## config.mk

```make
export PLATFORM = sky130hd
export DESIGN_NAME = hidden_cpu_host_flat
export DESIGN_NICKNAME = d
export VERILOG_FILES = /design/src/rtl/hidden_cpu_pkg.sv /design/src/rtl/hidden_cpu_host_if.sv /design/src/rtl/host_prog_mem.sv /design/src/rtl/hidden_cpu_host.sv /design/src/flat_wrapper.sv
export SDC_FILE = /design/constraint.sdc
export NUM_CORES = 1
export LEC_CHECK = 0
export ABC_CLOCK_PERIOD_IN_PS = 6320
export CORE_UTILIZATION = 58
export CTS_CLUSTER_SIZE = 14
export DETAILED_ROUTE_END_ITERATION = 7
export PLACE_DENSITY = 0.8
export SLEW_MARGIN = 0
export SYNTH_ARGS = -nofsm -noshare
export SYNTH_HDL_FRONTEND = slang
export SYNTH_SLANG_ARGS = --single-unit
```

## constraint.sdc

```tcl
create_clock -name clk -period 6.32 [get_ports clk]
set_clock_uncertainty 0.05 [all_clocks]
set_input_delay 1.264 -clock clk [delete_from_list [all_inputs] [get_ports clk]]
set_output_delay 1.264 -clock clk [all_outputs]
set_load 0.02 [all_outputs]
```

## src/rtl/hidden_cpu_pkg.sv

```systemverilog
// Shared types and pin map for the host-side CPU pin driver.
package hidden_cpu_pkg;

    localparam int INSTR_W       = 6;
    localparam int CPU_CLK_BIT   = 0;
    localparam int CPU_RST_BIT   = 1;
    localparam int CPU_INSTR_LSB = 2;

    typedef enum logic [2:0] {
        S_IDLE,
        S_RST_SETUP,
        S_RST_PULSE,
        S_RST_SAMPLE,
        S_SETUP,
        S_PULSE,
        S_SAMPLE,
        S_DONE
    } state_t;

    function automatic logic [7:0] cpu_pins(input logic [INSTR_W-1:0] instr,
                                            input logic cpu_rst,
                                            input logic cpu_clk);
        logic [7:0] p;
        p = '0;
        p[CPU_INSTR_LSB +: INSTR_W] = instr;
        p[CPU_RST_BIT]              = cpu_rst;
        p[CPU_CLK_BIT]              = cpu_clk;
        return p;
    endfunction

endpackage

```

## src/rtl/hidden_cpu_host_if.sv

```systemverilog
// Host-side control, program-load stream and observation bus of hidden_cpu_host.
interface hidden_cpu_host_if;
    import hidden_cpu_pkg::*;

    logic               load_restart;
    logic               load_valid;
    logic [INSTR_W-1:0] load_data;
    logic               load_ready;
    logic               run;
    logic [7:0]         max_steps;
    logic               busy;
    logic               obs_valid;
    logic [7:0]         obs_data;
    logic [7:0]         step_count;
    logic               done;
    logic               done_halt;

    modport master (
        output load_restart, load_valid, load_data, run, max_steps,
        input  load_ready, busy, obs_valid, obs_data, step_count, done, done_halt
    );

    modport slave (
        input  load_restart, load_valid, load_data, run, max_steps,
        output load_ready, busy, obs_valid, obs_data, step_count, done, done_halt
    );

endinterface

```

## src/rtl/host_prog_mem.sv

```systemverilog
// Program store: flop array with one synchronous write port and one combinational read.
module host_prog_mem
    import hidden_cpu_pkg::*;
#(
    parameter int DEPTH = 16,
    parameter int WIDTH = INSTR_W,
    parameter int AW    = $clog2(DEPTH)
) (
    input  logic             clk,
    input  logic             rst,
    input  logic             we,
    input  logic [AW-1:0]    waddr,
    input  logic [WIDTH-1:0] wdata,
    input  logic [AW-1:0]    raddr,
    output logic [WIDTH-1:0] rdata
);

    logic [WIDTH-1:0] mem [DEPTH];

    // NOTE: the array is reset on purpose: a host reset must leave every program word at zero.
    always_ff @(posedge clk or posedge rst) begin
        if (rst) begin
            for (int i = 0; i < DEPTH; i++) mem[i] <= '0;
        end else if (we) begin
            mem[waddr] <= wdata;
        end
    end

    assign rdata = mem[raddr];

endmodule

```

## src/rtl/hidden_cpu_host.sv

```systemverilog
// Loads a program, resets the pin-level CPU, then single-steps it three host clocks per step.
module hidden_cpu_host
    import hidden_cpu_pkg::*;
#(
    parameter int         PROG_DEPTH = 16,
    parameter logic [7:0] HALT_ADDR  = 8'hFF
) (
    input  logic                clk,
    input  logic                rst,
    hidden_cpu_host_if.slave    host,
    output logic [7:0]          cpu_in,
    input  logic [7:0]          cpu_out
);

    localparam int               ADDR_W    = $clog2(PROG_DEPTH);
    localparam logic [ADDR_W:0]  DEPTH_CNT = (ADDR_W+1)'(PROG_DEPTH);

    state_t             state, state_next;
    logic [ADDR_W:0]    load_ptr;
    logic [ADDR_W-1:0]  addr;
    logic [7:0]         budget;
    logic [INSTR_W-1:0] instr;
    logic [7:0]         cpu_in_next;
    logic               load_we;
    logic               halt_hit;
    logic               budget_hit;

    assign host.load_ready = (state == S_IDLE) && (load_ptr < DEPTH_CNT);
    assign load_we         = host.load_valid && host.load_ready && !host.load_restart;
    assign halt_hit        = (host.obs_data == HALT_ADDR);
    assign budget_hit      = (budget != '0) && (host.step_count == budget);

    host_prog_mem #(.DEPTH(PROG_DEPTH), .WIDTH(INSTR_W), .AW(ADDR_W)) u_prog_mem (
        .clk   (clk),
        .rst   (rst),
        .we    (load_we),
        .waddr (load_ptr[ADDR_W-1:0]),
        .wdata (host.load_data),
        .raddr (addr),
        .rdata (instr)
    );

    // NOTE: sequential state uses non-blocking assignments so every flop samples pre-edge values.
    always_ff @(posedge clk or posedge rst) begin
        if (rst) state <= S_IDLE;
        else     state <= state_next;
    end

    // NOTE: defaults come first so no path through the case leaves a signal unassigned (no latch).
    always_comb begin
        state_next  = state;
        cpu_in_next = '0;
        case (state)
            S_IDLE:       if (host.run) state_next = S_RST_SETUP;
            S_RST_SETUP:  state_next = S_RST_PULSE;
            S_RST_PULSE:  state_next = S_RST_SAMPLE;
            S_RST_SAMPLE: state_next = S_SETUP;
            S_SETUP:      state_next = S_PULSE;
            S_PULSE:      state_next = S_SAMPLE;
            S_SAMPLE:     state_next = (halt_hit || budget_hit) ? S_DONE : S_SETUP;
            S_DONE:       state_next = S_IDLE;
            default:      state_next = S_IDLE;
        endcase

        // cpu_in is registered, so the pin value is chosen for the state being entered
        case (state_next)
            S_RST_SETUP: cpu_in_next = cpu_pins('0, 1'b1, 1'b0);
            S_RST_PULSE: cpu_in_next = cpu_pins('0, 1'b1, 1'b1);
            S_SETUP:     cpu_in_next = cpu_pins(instr, 1'b0, 1'b0);
            S_PULSE:     cpu_in_next = cpu_pins(cpu_in[CPU_INSTR_LSB +: INSTR_W], 1'b0, 1'b1);
            S_SAMPLE:    cpu_in_next = cpu_pins(cpu_in[CPU_INSTR_LSB +: INSTR_W], 1'b0, 1'b0);
            default:     cpu_in_next = '0;
        endcase
    end

    always_ff @(posedge clk or posedge rst) begin
        if (rst) begin
            cpu_in          <= '0;
            load_ptr        <= '0;
            addr            <= '0;
            budget          <= '0;
            host.busy       <= 1'b0;
            host.obs_valid  <= 1'b0;
            host.obs_data   <= '0;
            host.step_count <= '0;
            host.done       <= 1'b0;
            host.done_halt  <= 1'b0;
        end else begin
            cpu_in         <= cpu_in_next;
            host.obs_valid <= (state == S_PULSE);
            host.done      <= (state_next == S_DONE);
            host.busy      <= (state_next != S_IDLE) && (state_next != S_DONE);

            if (state == S_IDLE) begin
                if (host.load_restart) load_ptr <= '0;
                else if (load_we)      load_ptr <= load_ptr + (ADDR_W+1)'(1);
            end

            if (state == S_IDLE && host.run) begin
                budget          <= host.max_steps;
                host.step_count <= '0;
                host.done_halt  <= 1'b0;
            end

            // cpu_out is taken one host clock after the CPU clock rise
            if (state == S_RST_PULSE || state == S_PULSE) addr <= cpu_out[ADDR_W-1:0];

            if (state == S_PULSE) begin
                host.obs_data <= cpu_out;
                if (host.step_count != 8'hFF) host.step_count <= host.step_count + 8'd1;
            end

            if (state == S_SAMPLE && halt_hit) host.done_halt <= 1'b1;
        end
    end

endmodule
```

## src/flat_wrapper.sv

```systemverilog
// flat-port wrapper written by rule: the top's interface ports become plain ports
module hidden_cpu_host_flat import hidden_cpu_pkg::*;
#(
    parameter int         PROG_DEPTH = 16,
    parameter logic [7:0] HALT_ADDR  = 8'hFF
)
  (clk, rst, cpu_in, cpu_out, host_load_restart, host_load_valid, host_load_data, host_run, host_max_steps, host_load_ready, host_busy, host_obs_valid, host_obs_data, host_step_count, host_done, host_done_halt);
  hidden_cpu_host_if host_i ();
  input  logic clk;
  input  logic rst;
  output logic [7:0] cpu_in;
  input  logic [7:0] cpu_out;
  input wire logic [$bits(host_i.load_restart)-1:0] host_load_restart;
  input wire logic [$bits(host_i.load_valid)-1:0] host_load_valid;
  input wire logic [$bits(host_i.load_data)-1:0] host_load_data;
  input wire logic [$bits(host_i.run)-1:0] host_run;
  input wire logic [$bits(host_i.max_steps)-1:0] host_max_steps;
  output wire logic [$bits(host_i.load_ready)-1:0] host_load_ready;
  output wire logic [$bits(host_i.busy)-1:0] host_busy;
  output wire logic [$bits(host_i.obs_valid)-1:0] host_obs_valid;
  output wire logic [$bits(host_i.obs_data)-1:0] host_obs_data;
  output wire logic [$bits(host_i.step_count)-1:0] host_step_count;
  output wire logic [$bits(host_i.done)-1:0] host_done;
  output wire logic [$bits(host_i.done_halt)-1:0] host_done_halt;
  assign host_i.load_restart = host_load_restart;
  assign host_i.load_valid = host_load_valid;
  assign host_i.load_data = host_load_data;
  assign host_i.run = host_run;
  assign host_i.max_steps = host_max_steps;
  assign host_load_ready = host_i.load_ready;
  assign host_busy = host_i.busy;
  assign host_obs_valid = host_i.obs_valid;
  assign host_obs_data = host_i.obs_data;
  assign host_step_count = host_i.step_count;
  assign host_done = host_i.done;
  assign host_done_halt = host_i.done_halt;
  hidden_cpu_host #(.PROG_DEPTH(PROG_DEPTH), .HALT_ADDR(HALT_ADDR)) u_core (.clk(clk), .rst(rst), .host(host_i), .cpu_in(cpu_in), .cpu_out(cpu_out));
endmodule
```

Word level (Yosys, flattened, before mapping)

Index checks and enable logic that the tools add are counted.

Output and inout port bits: 29
Logic and storage cells: 90
Register bits after elaboration: 144
Bits of input ports: 27

Bitwise logic cells: 4
Reduce and logical (&&, ||, !) cells: 18
Multiplexer cells: 17
Add/sub/neg operators: 2
Order comparisons: 4
Equality and inequality tests: 17

Operators by type and width:

| kind                                                     | count |
|---|---|
| bitwise mux 96 bit                                       | 1 |
| one-hot mux 8 bit (5 select lines)                       | 1 |
| binary-select mux 6 bit (select 4 bit)                   | 1 |
| demux 6 bit (select 4 bit)                               | 1 |
| == test 3 bit, second input constant                     | 8 |
| two-way mux 8 bit                                        | 3 |
| one-hot mux 3 bit (8 select lines)                       | 1 |
| two-way mux 6 bit                                        | 3 |
| greater-or-equal comparator 5 bit, second input constant | 2 |
| two-way mux 5 bit                                        | 2 |
| inverter 4 -> 5 bit                                      | 2 |
| == test 3 x 2 -> 1 bit, second input constant            | 3 |
| adder 8 x 1 -> 8 bit, second input constant              | 1 |
| == test 8 bit                                            | 1 |
| == test 8 bit, second input constant                     | 1 |
| logical AND 1 bit                                        | 8 |
| inequality test 8 bit, second input constant             | 1 |
| nonzero test 8 bit                                       | 1 |
| == test 3 x 1 -> 1 bit, second input constant            | 2 |
| adder 5 x 1 -> 5 bit, second input constant              | 1 |
| < comparator 5 x 1 -> 1 bit, second input constant       | 1 |
| < comparator 5 bit, second input constant                | 1 |
| AND reduction 2 bit                                      | 2 |
| nonzero test 2 bit                                       | 2 |
| 9 further kinds                                          | 12 |

Depth between registers and ports, before layout

Gate-level depths: netlist of the first run.

Depth after elaboration: 8
Depth in mapped cells: 6
Depth with buffers taken out: 5

Modules after synthesis

A second synthesis of the first run with hierarchy kept.

Cell total of the unflattened synthesis: 523
Area total of the unflattened synthesis: 6874.1 um2

Modules (own cells, without submodules):

| module          | cells each | area each (um2) | times used | sequential area each (um2) |
|---|---|---|---|---|
| host_prog_mem   | 283        | 4449.3          | 1          | 2402.3 |
| hidden_cpu_host | 240        | 2424.8          | 1          | 1201.2 |

Worst setup path before layout of the first run

No wires, ideal clock.

Path kind: input -> register
Start point: in host_load_restart
End point: reg u_core.u_prog_mem.mem[63] (netlist bit)
Library setup time: 128 ps
Data required time: 6142 ps
Path buffers: 1
Slack: 3517 ps
Data arrival time: 2626 ps
Stages on the path: 5
Cell sequence: or4_1 -> buf_2 -> nor4b_4 -> nand2_1 -> mux2_1

Word-level cells in the longest chain between the ends: 2

RTL lines:

| item                           | RTL line              | text |
|---|---|---|
| start: declaration             | flat_wrapper.sv:13    | `input wire logic [$bits(host_i.load_restart)-1:0] host_load_restart;` |
| zero test 1 bit                | hidden_cpu_host.sv:29 | `assign load_we = host.load_valid && host.load_ready && !host.load_restart;` |
| logical AND 1 bit              | hidden_cpu_host.sv:29 |  |
| end signal: indexed assignment | host_prog_mem.sv:25   | `mem[waddr] <= wdata;` |
| end: declaration               | host_prog_mem.sv:18   | `logic [WIDTH-1:0] mem [DEPTH];` |

Every way passes these cells.
A chain may end at the register's enable or synchronous reset.

Worst setup path in the final report of the first run

Start point: reg u_core.state[1]
End point: out host_load_ready

Word-level cells in the longest chain between the ends: 2

RTL lines:

| item                     | RTL line              | text |
|---|---|---|
| start: declaration       | hidden_cpu_host.sv:18 | `state_t state, state_next;` |
| start signal: assignment | hidden_cpu_host.sv:46 | `else state <= state_next;` |
| zero test 3 bit          | hidden_cpu_host.sv:28 | `assign host.load_ready = (state == S_IDLE) && (load_ptr < DEPTH_CNT);` |
| logical AND 1 bit        | hidden_cpu_host.sv:28 |  |
| end: declaration         | flat_wrapper.sv:18    | `output wire logic [$bits(host_i.load_ready)-1:0] host_load_ready;` |

Every way passes these cells.

==> results of run 1 <==
-- power groups by stage --
| stage | combinational, mW | sequential, mW | clock (mW) |
|---|---|---|---|
| floorplan | 0.594 | 1.30 | 0 |
| global placement | 0.838 | 1.32 | 0 |
| detailed placement | 0.868 | 1.33 | 0 |
| CTS | 0.879 | 1.32 | 1.21 |
| global route | 0.945 | 1.36 | 1.25 |
| finish | 0.875 | 1.33 | 1.20 |
-- final cells by class --
cell class	instances	area (µm²)	share of cell area (%)
sequential	144	3600	45.3
multi-input combinational	313	2850	35.9
timing repair buffer	58	573	7.20
clock buffer	20	467	5.87
clock inverter	12	250	3.15
tap	140	175	2.20
inverter	7	31.3	0.393
-- metrics by stage --
step	cell area [µm²]	setup WS, ns	total power, mW	util (%)	hold WS [ns]
6_report	7950	2.84	3.40	72.7	0.433
5_1_grt	7950	2.73	3.56	72.7	0.459
4_1_cts	7950	2.82	3.42	72.7	0.433
3_5_place_dp	7240	2.68	2.20	66.2	0.419
3_3_place_gp	7240	2.76	2.16	66.2	0.414
2_1_floorplan	6570	1.14	1.89	-	0.409
-- worst max-delay path, cell delays in order (launching register included) --
cell and delay [ns]:
dfrtp_1 0.55, or3_1 0.49, nor2_1 0.10, clkdlybuf4s50_1 0.60
-- routing by layer --
layer,up-vias,global-route usage [%]
li1,1901,-
met1,2216,37.7
met2,136,43.1
met3,18,8.26
met4,0,9.56
met5,-,0
-- registers in the layout, indices dropped and copies added, names as in the netlist --
register	cells
u_core.addr	4
u_core.budget	8
u_core.cpu_in	8
u_core.host.busy	1
u_core.host.done	1
u_core.host.done_halt	1
u_core.host.obs_data	8
u_core.host.obs_valid	1
u_core.host.step_count	8
u_core.load_ptr	5
u_core.state	3
u_core.u_prog_mem.mem	96
-- path summary, 6_finish.rpt --
kind / to / slack (ns) / start / cells after the start
setup / recovery: host_load_ready / 2.84 / u_core.state[1]$_DFF_PP0_ / 3
hold / removal: u_core.host.done_halt$_DFFE_PP0P_ / 0.43 / u_core.host.done_halt$_DFFE_PP0P_ / 1
setup reg to reg: u_core.u_prog_mem.mem[15]$_DFFE_PP0P_ / 3.67 / u_core.state[1]$_DFF_PP0_ / 4
hold reg to reg: u_core.host.done_halt$_DFFE_PP0P_ / 0.43 / u_core.host.done_halt$_DFFE_PP0P_ / 1
max in group asynchronous: u_core.host.obs_data[1]$_DFFE_PP0P_ / 3.74 / rst / 3
min in group asynchronous: u_core.u_prog_mem.mem[87]$_DFFE_PP0P_ / 1.33 / rst / 2
-- cell usage in the layout (no fill, tap or decap), types with 2 or more instances in the layout --
cell type / instances
bufinv_16: 7
mux2i_1: 3
inv_6: 3
nand3_1: 11
o211ai_1: 2
nand3b_1: 2
nor2b_1: 6
o31ai_1: 9
nand2b_1: 3
xor2_1: 11
mux4_2: 24
inv_1: 6
o21ai_0: 9
buf_4: 3
nor4_4: 2
nand2_1: 60
a22o_1: 2
a31o_2: 2
dfrtp_1: 144
clkdlybuf4s50_1: 55
nor4_1: 3
clkbuf_8: 3
mux2_1: 5
a21oi_1: 8
clkinv_4: 2
clkbuf_16: 17
nand4_1: 3
nor3_1: 4
a22oi_1: 6
nor2_1: 10
ha_1: 5
and3_1: 7
mux2_2: 105
-- cell families after synthesis --
logic type               Yosys count
flip-flops                       144
adder cells (fa/ha/maj)            5
multiplexers                     137
AO/OA/AOI/OAI                     43
buffers and inverters             29
AND/OR/NAND/NOR                  116
XOR/XNOR                          12
==> results.txt, run 1 <==
- Max-cap violations in this run came to 0.
* Share of power burned in combinational logic: 25.7%
* DR WL met3: between 800 and 900 µm
* Synth Area in Simple Gates: roughly 9%
* Startpoint type of the worst setup path: flip-flop
* Maximum ir drop on the vdd rail: 0.000413 V
- Commonest register cell after synthesis: dfrtp_1
- At the worst endpoint, the arrival time is 2.17 ns.
- Cts-stage hold buffer count: 0
- Setup repair after global routing left no endpoint under its margin.
- The smallest clock period supported by the final layout is computed as 3.48 ns.
- Total vias in the final route: roughly 4300
- After Yosys synthesis, XOR and XNOR cells account for under 10% of the synthesized area.
- After detailed routing, the number of remaining DRC violations is 0.
- Leading cell types by count after synthesis: dfrtp_1 (144), mux2_2 (105), nand2_1 (60), mux4_2 (24), clkbuf_1 (16)
* Ant diodes: 0
* Number of warnings printed during yosys synthesis: 0
- Initial antenna violation count: 0
- Summed over all layers, the global routing overflow is 0.
* Final slew viol count: 0
- I/O Buffers: 55
- Counting flops and latches in the post-synthesis netlist gives 144.
* Clock Pin Slew Worst Setup and Hold Paths: 0.06 ns
- The synthesized netlist occupies a cell area of 6570 µm².
- In the final timing run, aggregate negative setup slack is 0 ns.
- Post-layout net count: between 500 and 600
- Adder and majority cell fraction of the synthesized area: less than 1%
- Buffers inserted by post-CTS timing repair: 0
- Synthesis produced a netlist with a net count of between 500 and 600.
* Routed Wire Length: 14700 µm
- Total setup violations reported at the end of the flow: 0
- No sink is reached through more buffers than the 2 on the longest clock path.
- Data on the critical path is required at its endpoint by ~5.0 ns.
* Fraction of layout instances using a drive strength above 1: roughly 31%
- Category of the worst setup path capture point: primary output
- Top area cells in the synthesized netlist: dfrtp_1 (55%), mux2_2 (18%), mux4_2 (8.2%)
- Share of synthesized area spent on multiplexers: around 28%
- Initial Util: between 60% and 70%
- Net switching is ~30% of the power.
- Sequential fraction of the synthesis area: between 50% and 60%
- The flow ran to the end, and the final reports show no timing, DRC or antenna violations.
- The setup path with the least slack is of type flip-flop to primary output.
- Die Ht: 108 µm
- The first global-routing pass estimated about 24000 µm of wire.
* Total leakage power: around 3.7 nW
- Number of instances in the synthesized netlist: 486
* Final hold violations: 0
* Top-level port count: 56
- Counting distinct cell types in the post-synthesis netlist gives 40.
* Layout area overhead: 21.0%
* TritonCTS clock tree: built
* Max frequency: about 290 MHz
- Counting flops with an async set or reset pin after synthesis yields a share of 100%.
- Fraction of the mapped netlist area in compound gates: approximately 4.4%
- The worst path uses a little under three fifths of the clock period.
- Internal power component: 2.36 mW
- Average routed wire per standard cell: ~21 µm
- Per-cell via count in the routed design: between 6 and 7
* Post-Syn Area per Cell: ~14 µm²
* Global Route Usage Sum: about 28%
- In this run, flip-flops and latches consume roughly 40% of the power.
- Final std cells w/o fill: 694
* Top-count cell post-synth: dfrtp_1
- At the pin with the least slew margin, the transition time is approximately 0.81 ns.
- Die Outline Area: approximately 12000 µm²
- The congestion estimate from routability-driven global placement came to 0.866.
- For this design the ratio of total power to cell area is about 430 nW/µm².
- The highest metal layer carrying signal wires in the routed design is met4.
* Die X-Extent: approximately 110 µm
* Number of enable flip-flop cells after synthesis: 0
* Total core area: 10900 µm²
- In this run the number of H-tree levels came out at 4.
* Worst relative slew slack: between 40% and 50%
- After synthesis, the largest family of logic cells by area is multiplexers.
- Cell chosen for the clock root: clkbuf_16
- Rows: 38
- Inserted Clock Buffers: 17
- The number of placed instances, taps included, is approximately 660.
* Post-CTS sizing: 0
- Clock sink count: about 140
- Detailed routing placed a total of between 7000 and 8000 µm of wire on met2.
* Vias in the first global route: between 4000 and 5000
- Share of power burned in the clock network: about 35%
* Net switching power: between 1 and 1.5 mW
- Routed length on met1: around 6500 µm
* Final HPWL from detailed placement: 9650 µm
- In this run the worst path has a maximum fanout of 16.
- Final antenna-violating net count: 0
- Pin count of the biggest net entering global routing: 92
- The clock reaches the later pin of the worst-skew pair after between 0.4 and 0.5 ns.
- Fill cells in the final layout number about 710.
- Detailed Route Iter0 Violations: 322
* Proportion of netlist area held by the largest area contributor: a little over half
- The pre-antenna-repair detailed-routing pass consisted of 5 iterations.
* Cell type with the largest total area after synthesis: dfrtp_1
- Worst hold path type: flip-flop to flip-flop
Note: power is estimated with default switching activity, not from simulation.
==> run 2: changes to the inputs <==
--- a/config.mk
+++ b/config.mk
@@ -5,7 +5,7 @@
 export SDC_FILE = /design/constraint.sdc
 export NUM_CORES = 1
 export LEC_CHECK = 0
-export ABC_CLOCK_PERIOD_IN_PS = 6320
+export ABC_CLOCK_PERIOD_IN_PS = 3300
 export CORE_UTILIZATION = 58
 export CTS_CLUSTER_SIZE = 14
 export DETAILED_ROUTE_END_ITERATION = 7
==> constraint.sdc (replaced) <==
create_clock -name clk -period 3.3 [get_ports clk]
set_clock_uncertainty 0.05 [all_clocks]
set_input_delay 0.66 -clock clk [delete_from_list [all_inputs] [get_ports clk]]
set_output_delay 0.66 -clock clk [all_outputs]
set_load 0.02 [all_outputs]
==> run 2 against run 1 <==
Against the previous run:
- first-iteration DRC count shrank 24%
- combinational power increased by 90%
- via count increased by 0.49%
- setup slack worse by 2.4 ns
- critical path depth did not move
- critical endpoint unchanged
==> results.txt, run 2 (same netlist as run 1, synthesis figures left out) <==
* Average routed wire per standard cell: approximately 21 µm
- Most frequent standard cell in the layout excluding fill and tap cells: dfrtp_1
- Worst setup path category: flip-flop to primary output
* Max frequency: around 350 MHz
- In this run the core area contains 38 standard-cell rows.
- Fraction of the cycle the final worst path needs: 87.7%
- GRT overflow: 0
* Clock Pin Slew Worst Setup and Hold Paths: ~0.06 ns
- After clock tree synthesis, the repair step resized 0 gates.
- In the layout the commonest cells are dfrtp_1 (144), mux2_2 (105), nand2_1 (60), clkdlybuf4s50_1 (55), mux4_2 (24).
- In the final timing run, aggregate negative setup slack is 0 ns.
- Vias in the first global route: roughly 4400
- The initial antenna violation count is 0.
- CP Data Required Time: approximately 2.6 ns
* Cts-stage hold buffer count: 0
- Ant diodes: 0
* Total setup violations reported at the end of the flow: 0
- Layout area overhead: 21.0%
* Area of the multi-input gates: 2850 µm²
- After detailed routing, the number of remaining DRC violations is 0.
* Buffers inserted by post-CTS timing repair: 0
* Die Ht: around 110 µm
- Inserted Clock Buffers: 17
- At the pin with the least slew margin, the transition time is a little under 0.8 ns.
* Final HPWL from detailed placement: slightly below 10000 µm
- Clock tree synthesis selected as its root buffer the cell clkbuf_16.
- Critical Path AT: approximately 2.2 ns
* Die Outline Area: roughly 12000 µm²
- Top-level port count: 56
* First-pass GRT wire length: 23700 µm
- The core region is 10900 µm².
* Pin count of the biggest net entering global routing: 43
* Initial Util: 60.1%
- Hold slack final: approximately 0.43 ns
- Count of maximum capacitance violations: 0
* Routability cong.: 0.849
* Total leakage power: ~3.7 nW
- Category of the worst setup path capture point: primary output
* Top reg by flops: u_core.u_prog_mem.mem
- In the routed layout, each cell is associated on average with a via count of 6.17.
- Setup repair after global routing left no endpoint under its margin.
- Post-layout net count: 576
- Across every metal layer, demand over resource in global routing totals ~28%.
* Min cycle time layout: 2.89 ns
- I/O Buffers: 55
- The worst setup path is launched from a flip-flop.
* Storage element area: roughly 3600 µm²
- Total vias in the final route: around 4300
* Clock sink count: 144
- The first detailed-routing pass ran for 5 iterations.
- Dividing total power by cell area gives a power density of approximately 800 nW/µm².
- Fraction of layout instances using a drive strength above 1: 30.9%
* Detailed Route Iter0 Violations: about 240
- The number of hold violations in the final report came to 0.
- Max reg flops: 96
- Maximum buffer depth of the clock tree: 2
- The clock reaches the later pin of the worst-skew pair after between 0.4 and 0.5 ns.
- Fill cells in the final layout number slightly above 700.
* TritonCTS clock tree: built
- Worst hold path type: flip-flop to flip-flop
* Die X-Extent: 108 µm
* Maximum ir drop on the vdd rail: 0.000528 V
- Critical Path Fanout Max: 16
- The detail route stage leaves a number of antenna-violating nets equal to 0.
- The worst pin sits at a relative slew slack of 47.8%.
* Status: completed
* H-tree Lvls: 4
- The number of pins with negative max-slew slack in the final report came to 0.
- The routed design has roughly 15000 µm of wire.
-- run 2: final cells by class --
type                       instances  share of cell area [%]
clock buffer                      21                    5.92
clock inverter                    10                    2.30
inverter                           7                   0.378
multi-input combinational        313                    35.9
sequential                       144                    45.3
tap                              140                    2.20
timing repair buffer              61                    7.96
-- run 2: worst paths after layout --
kind	startpoint	end	slack, ns	cells past startpoint
worst max-delay path	u_core.state[1]$_DFF_PP0_	host_load_ready	0.41	3
worst min-delay path	u_core.cpu_in[7]$_DFFE_PP0P_	u_core.cpu_in[7]$_DFFE_PP0P_	0.43	2
worst max register to register	u_core.state[1]$_DFF_PP0_	u_core.u_prog_mem.mem[55]$_DFFE_PP0P_	0.70	4
worst min register to register	u_core.cpu_in[7]$_DFFE_PP0P_	u_core.cpu_in[7]$_DFFE_PP0P_	0.43	2
max in group asynchronous	rst	u_core.u_prog_mem.mem[16]$_DFFE_PP0P_	1.93	3
min in group asynchronous	rst	u_core.u_prog_mem.mem[88]$_DFFE_PP0P_	0.63	2
-- run 2: critical path: stages (launching register included) --
cell             delay [ns]
dfrtp_1                0.53
or3_1                  0.47
nor2_1                 0.14
clkdlybuf4s50_1        0.62
-- run 2: power by group --
part	switching, mW	internal (mW)
Sequential	0.441	2.11
Combinational	0.803	0.854
Clock	0.716	1.39
Total	1.96	4.36
-- run 2: layer usage --
layer | routed length [µm] | global-route usage (%) | vias up
met1 | 6690 | 39.2 | 2264
met3 | 732 | 7.72 | 20
met2 | 6970 | 41.5 | 111
li1 | - | - | 1897
met4 | 274 | 10.0 | 0
met5 | 0 | 0 | -
-- run 2: metrics by stage --
step	cell area [µm²]	total power, mW	std cells	utilization (%)	setup slack, ns
detailed placement	7300	4.22	665	66.7	0.253
floorplan	6580	3.62	486	-	0.785
finish	7950	6.32	696	72.7	0.406
global route	7950	6.61	696	72.7	0.336
CTS	7950	6.35	696	72.7	0.406
global placement	7300	4.16	665	66.7	0.344
==> run 3: changes to the inputs <==
--- a/config.mk
+++ b/config.mk
@@ -6,6 +6,7 @@
 export NUM_CORES = 1
 export LEC_CHECK = 0
 export ABC_CLOCK_PERIOD_IN_PS = 3300
+export CAP_MARGIN = 30
 export CORE_UTILIZATION = 58
 export CTS_CLUSTER_SIZE = 14
 export DETAILED_ROUTE_END_ITERATION = 7
==> constraint.sdc (replaced) <==
create_clock -name clk -period 3.3 [get_ports clk]
set_clock_uncertainty 0.05 [all_clocks]
set_input_delay 0.99 -clock clk [delete_from_list [all_inputs] [get_ports clk]]
set_output_delay 0.99 -clock clk [all_outputs]
set_load 0.02 [all_outputs]
==> run 3 against run 2 <==
Against the previous run:
- via count decreased by 1.1%
- critical path depth is the same
- power decreased by 0.14%
- critical endpoint unchanged
- wire length shrank 1.8%
- first-iteration DRC count up 36%
- sequential cell count did not move
- sequential power down 2%
- non-clock buffer count up 6
- global-route usage decreased by 0.30 points
- critical path type unchanged
==> results.txt, run 3 (same netlist as run 1, synthesis figures left out) <==
- Status: completed
- Per-cell via count in the routed design: 6.04
- Worst setup path category: flip-flop to primary output
- Clock-pin slew was measured on the worst setup and hold paths at 0.06 ns.
* Count of maximum capacitance violations: 0
- In this run the critical register-to-register path is launched from u_core.state[1]$_DFF_PP0_.
- Min cycle time layout: approximately 3 ns
- For this run, the total global-route usage over all layers was measured as between 20% and 30%.
* Clock sink count: ~140
- The worst hold path belongs to the class flip-flop to flip-flop.
* Final antenna-violating net count: 0
- Total leakage power: ~3.7 nW
* Worst reg2reg setup slack: between 0.9 and 1 ns
- I/O Buffers: 55
- The number of global-route vias before repair was about 4700.
- Post-layout net count: about 580
- Inserted Clock Buffers: 17
- Counting instances, the worst hold path has a depth of 1.
- Worst relative slew slack: approximately 46%
- Latest clock arrival within the worst-skew pair: around 0.43 ns
* Layout area overhead: 21.2%
* Ant diodes: 0
- Setup violations remaining at the end of the flow were counted as 0.
* Routed Wire Length: 14400 µm
- Initial Util: between 60% and 70%
* First element of the critical path: u_core.state[1]$_DFF_PP0_
- In this run switching power makes up 31.8% of total power.
- Die X-Extent: between 100 and 150 µm
- TritonCTS clock tree: built
* Share of power burned in combinational logic: 28.7%
* Share of power burned in the clock network: approximately a third
* Power, Total: around 6.3 mW
* Power share of the sequential group: between 30% and 40%
- Initial antenna violation count: 0
- Maximum ir drop on the vdd rail: between 0.0006 and 0.0007 V
* Top library cells by usage in the layout, fill and taps aside: dfrtp_1 (144), mux2_2 (105), nand2_1 (60), clkdlybuf4s50_1 (55), mux4_2 (24)
- After detailed routing, the average wire length per cell comes to around 20 µm.
* Critical Path Fanout Max: 3
* Filler Cells Inserted: about 700
* Power density of the placed cells: slightly below 800 nW/µm²
- Maximum buffer depth of the clock tree: 2
- Most frequent standard cell in the layout excluding fill and tap cells: dfrtp_1
* Die Outline Area: approximately 12000 µm²
- Final HPWL from detailed placement: 9900 µm
* Post-placement cell count: between 600 and 700
* Setup slack of the critical path after layout: around 0.27 ns
* CP Data Required Time: between 2 and 2.5 ns
* H-tree Lvls: 4
* Detailed Route Iter0 Violations: between 300 and 400
- Once layout is complete, the cells apart from fillers number about 700.
- After routing, the total negative slack on setup checks comes to 0 ns.
- First-pass GRT wire length: 23700 µm
- Endpoint of the worst hold-timing path: u_core.host.done_halt$_DFFE_PP0P_
* Worst-path cell with the longest stage delay: clkdlybuf4s50_1
- Number of detailed-route iterations in the first pass: 5
- The number of hold violations in the final report came to 0.
- The worst setup path is captured at a primary output.
- u_core.u_prog_mem.mem holds more flip-flops than any other register.
* Startpoint of the most critical hold path: u_core.host.done_halt$_DFFE_PP0P_
* DP Worst Slack: 0.192 ns
- End of the worst register-to-register path: u_core.u_prog_mem.mem[11]$_DFFE_PP0P_
- Top-level port count: 56
* Rows: 38
- Internal power component: ~4.3 mW
- Entering global routing, the biggest net connects 51 pins.
- In this run the standard cell core region covers around 11000 µm².
* CP max stage delay: 0.61 ns
* Fraction of layout instances using a drive strength above 1: between 30% and 40%
* R2r worst-path depth: 6
* Cts-stage hold buffer count: 0
- Routability cong.: 0.839
* Die Ht: 108 µm
- Critical path cell sequence: or3_1 -> nor2_1 -> clkdlybuf4s50_1
- Timing would allow up to about 330 MHz.
- Transition at the pin with the smallest max-transition slack: between 0.8 and 0.9 ns
- Buffers inserted by post-CTS timing repair: 0
* Post-CTS sizing: 0
- Net switching power: 2.01 mW
- Max reg flops: 96
- Cell chosen for the clock root: clkbuf_16
- Summed over all layers, the global routing overflow is 0.
- Fraction of the cycle the final worst path needs: 91.8%
- Across all layers, the routed design uses roughly 4200 vias.
- Number of remaining DRC errors: 0
- The worst setup path is launched from a flip-flop.
* Final slew viol count: 0
- Critical Path AT: about 2 ns
* Hold slack final: between 0.4 and 0.5 ns
- Setup repair after global routing left no endpoint under its margin.
-- run 3: cell count changes in the layout (fill, tap and decap cells not counted) --
cell	before	now
buf_4	3	9
bufinv_16	5	3
clkbuf_1	1	0
clkbuf_8	3	5
clkinv_2	2	5
clkinv_4	0	1
clkinvlp_4	4	2
-- run 3: area by class of cell --
class | instances | area (µm²) | share of cell area [%]
Inverter | 7 | 30.0 | 0.377
Multi-Input combinational cell | 313 | 2850 | 35.8
Timing Repair Buffer | 67 | 678 | 8.51
Tap cell | 140 | 175 | 2.20
Clock buffer | 22 | 494 | 6.20
Clock inverter | 10 | 131 | 1.65
Sequential cell | 144 | 3600 | 45.2
-- run 3: critical path: cells and delay by family, from the launching register on --
| family | cells | cell delay [ns] |
|---|---|---|
| buffers and inverters | 1 | 0.61 |
| AND/OR/NAND/NOR | 2 | 0.58 |
| flip-flops | 1 | 0.38 |
-- run 3: stage by stage --
stage	utilization, %	instance area, µm²
5_1_grt	72.8	7970
2_1_floorplan	-	6580
3_5_place_dp	67.1	7340
3_3_place_gp	67.1	7340
4_1_cts	72.8	7970
6_report	72.8	7970
-- run 3: how the worst max path moves through the flow --
stage	end	slack [ns]	cells past startpoint
6_report	host_load_ready	0.27	3
5_1_grt	host_load_ready	0.18	3
4_1_cts	host_load_ready	0.26	3
3_5_place_dp	u_core.u_prog_mem.mem[6]$_DFFE_PP0P_	0.19	6
3_3_place_gp	u_core.u_prog_mem.mem[63]$_DFFE_PP0P_	0.20	6
2_1_floorplan	u_core.addr[0]$_DFFE_PP0P_	0.45	1
-- run 3: per-layer routing --
| layer | part of all wire [%] | vias up | GRT usage, % | wire, µm |
|---|---|---|---|---|
| met5 | 0 | - | 0 | 0 |
| met4 | 2.4 | 0 | 11.8 | 348 |
| met3 | 5.6 | 33 | 7.23 | 814 |
| met2 | 49 | 126 | 42.8 | 7110 |
| met1 | 43 | 2188 | 36.6 | 6140 |
| li1 | - | 1899 | - | - |
-- run 3: power by group through the flow --
stage | Clock [mW] | Sequential [mW] | Combinational (mW)
after floorplan | 0 | 2.48 | 1.14
after global placement | 0 | 2.50 | 1.73
after detailed placement | 0 | 2.52 | 1.78
after CTS | 2.03 | 2.50 | 1.82
after global routing | 2.11 | 2.55 | 1.96
final | 2.00 | 2.50 | 1.81
==> RTL edit: new RTL, flow settings as in run 1 <==
Re-encode `state_t` (8 states) as one-hot, 8 bits wide.
--- a/src/rtl/hidden_cpu_pkg.sv
+++ b/src/rtl/hidden_cpu_pkg.sv
@@ -7,13 +7,13 @@
     localparam int CPU_INSTR_LSB = 2;
 
-    typedef enum logic [2:0] {
-        S_IDLE,
-        S_RST_SETUP,
-        S_RST_PULSE,
-        S_RST_SAMPLE,
-        S_SETUP,
-        S_PULSE,
-        S_SAMPLE,
-        S_DONE
+    typedef enum logic [7:0] {
+        S_IDLE       = 8'b00000001,
+        S_RST_SETUP  = 8'b00000010,
+        S_RST_PULSE  = 8'b00000100,
+        S_RST_SAMPLE = 8'b00001000,
+        S_SETUP      = 8'b00010000,
+        S_PULSE      = 8'b00100000,
+        S_SAMPLE     = 8'b01000000,
+        S_DONE       = 8'b10000000
     } state_t;
 
Check against the original RTL: no difference found for any inputs over 4 cycles, from zero or initial values and one cycle with rst high; so few cycles prove little.
==> RTL edit against run 1 <==
Synthesized area up 4.4%; first-iteration DRC count up 0.93%; via count up 4.7%; wire length up 3.3%; global-route usage down 1.2 points; setup slack worse by 0.064 ns; maximum frequency down 1.8%; cell area up 2.4%; die area up 4.4%; cell count up 4.9%; sequential cell count up 5; total power down 11%; largest cell class unchanged; highest routed layer unchanged.
==> RTL edit: results (changes against run 1) <==
place_hpwl_mm: 9.95  # +3.1%
synthesis.nets: 552  # +6.6%
min-delay-path-class: "register to register"
cts_buffers: 17  # unchanged
hold_depth: 2  # +1
fillers: 749  # +5.2%
irDropWorstVdd_v: 0.000306  # -26%
grt_pass1_wl_mm: 24.9  # +4.6%
clock_latency_ns: 0.43
cts-resized-gates: 0  # unchanged
drtIter0Drc: 325  # +0.93%
final_nets: 604  # +5.4%
gp_congestion: 0.833  # -3.8%
maxSlewHeadroom_pct: 41.1  # -4.3 points
yosysUniqueCellTypes: 51  # +28%
grt_max_degree: 99  # +7.6%
critPathTopFamily: "simple AND/OR/NAND/NOR gates"
hold_viol_final: 0  # unchanged
cts_setup_buffers: 0  # unchanged
crit_path_max_fanout: 5  # -11
largest_reg_flops: 96  # unchanged
track_usage_pct: 26.7  # -1.2 points
diodes: 0  # unchanged
yosysSeqAreaShare_pct: 54.3  # -0.49 points
pre_cts_ws_ns: 2.56  # -0.123 ns
arrival_ns: 2.23  # +0.06 ns
root_buffer: "clkbuf_16"
grt_pass1_vias: 4639  # +3.8%
wl_mm: 15.2  # +3.3%
portBuffers: 55  # unchanged
synth_common_cells: "dfrtp_1, mux2_2, nand2_1, mux4_2, nand3_1"
status: "finished clean"
synth-async-reset-ratio_pct: 100  # unchanged
slowest_stage: "clkdlybuf4s50_1"
firstDrtPassIters: 5  # unchanged
ys_warn_count: 0  # unchanged
ff2ff_path_depth: 6  # +2
vias_per_cell: 6.14  # -0.21%
slowest_delay_ns: 0.60  # about the same
clk_pin_slew_worst_paths_ns: 0.06  # about the same
clk_path_buf_depth: 2  # unchanged
p_leak_uw: 0.00380  # +3.1%
antenna_found_initial: 0  # unchanged
drive_above_1_share_pct: 31.1  # +0.24 points
ys_top_cells_by_area: "dfrtp_1, mux2_2, mux4_2"
[RTL edit: changes by cell type after synthesis, sizes merged, moves of 3 or more]
cell | before | now
nand2b | 3 | 7
nand2 | 60 | 67
nand4b | 0 | 4
clkbuf | 16 | 12
nand3 | 11 | 19
dfrtp | 144 | 148
and3 | 7 | 3
mux2 | 110 | 102
o21ai | 9 | 16
buf | 6 | 13
o31ai | 9 | 0
nor3b | 0 | 3
nor2 | 10 | 25
a22o | 2 | 7
[RTL edit: worst paths after layout]
path,from,end,slack [ns]
max,u_core.state[0],host_load_ready,2.77
min,u_core.host.done_halt,u_core.host.done_halt,0.44
max reg2reg,u_core.state[6],u_core.host.step_count[5],3.48
min reg2reg,u_core.host.done_halt,u_core.host.done_halt,0.44
max in group asynchronous,rst,u_core.host.obs_data[5],3.68
min in group asynchronous,rst,u_core.load_ptr[1],1.31
[RTL edit: worst register-to-register path, cell delays in order, from the launching register on]
cell and delay, ns:
dfrtp_1 0.42, nor3_1 0.41, nand4b_1 0.69, inv_2 0.48
nand2b_1 0.20, mux2_2 0.31, a21o_1 0.17
[RTL edit: cells by family after synthesis]
group	after synthesis	synth area share, %
mux	127	25.1
buf+inv	32	1.90
fa+ha+maj	5	0.912
flops	149	54.3
xor+xnor	11	1.40
compound gates	42	4.01
simple gates	154	12.3
[RTL edit: power by group]
part	switching, uW	internal [uW]
Sequential	126	1100
Combinational	366	345
Clock	383	708
[RTL edit: final cells by class]
type,count,area [sq um],area share [%]
Clock buffer,22,454,5.57
Clock inverter,10,178,2.18
Inverter,7,31.3,0.384
Multi-Input combinational cell,339,3000,36.9
Sequential cell,149,3730,45.8
Tap cell,143,179,2.20
Timing Repair Buffer,58,573,7.03
[RTL edit: per-stage QoR]
| stage | area, sq um | instances |
|---|---|---|
| floorplan | 6860 | 520 |
| global placement | 7520 | 696 |
| detailed placement | 7520 | 696 |
| CTS | 8150 | 728 |
| global route | 8150 | 728 |
| finish | 8150 | 728 |
[RTL edit: per-layer routing]
| layer | share of wire (%) | wire [microns] | up-vias | global-route usage, % |
|---|---|---|---|---|
| li1 | - | - | 1968 | - |
| met1 | 44 | 6730 | 2353 | 36.6 |
| met2 | 49 | 7360 | 132 | 41.2 |
| met3 | 6.0 | 909 | 18 | 7.60 |
| met4 | 1.2 | 178 | 0 | 8.80 |
| met5 | 0 | 0 | - | 0 |
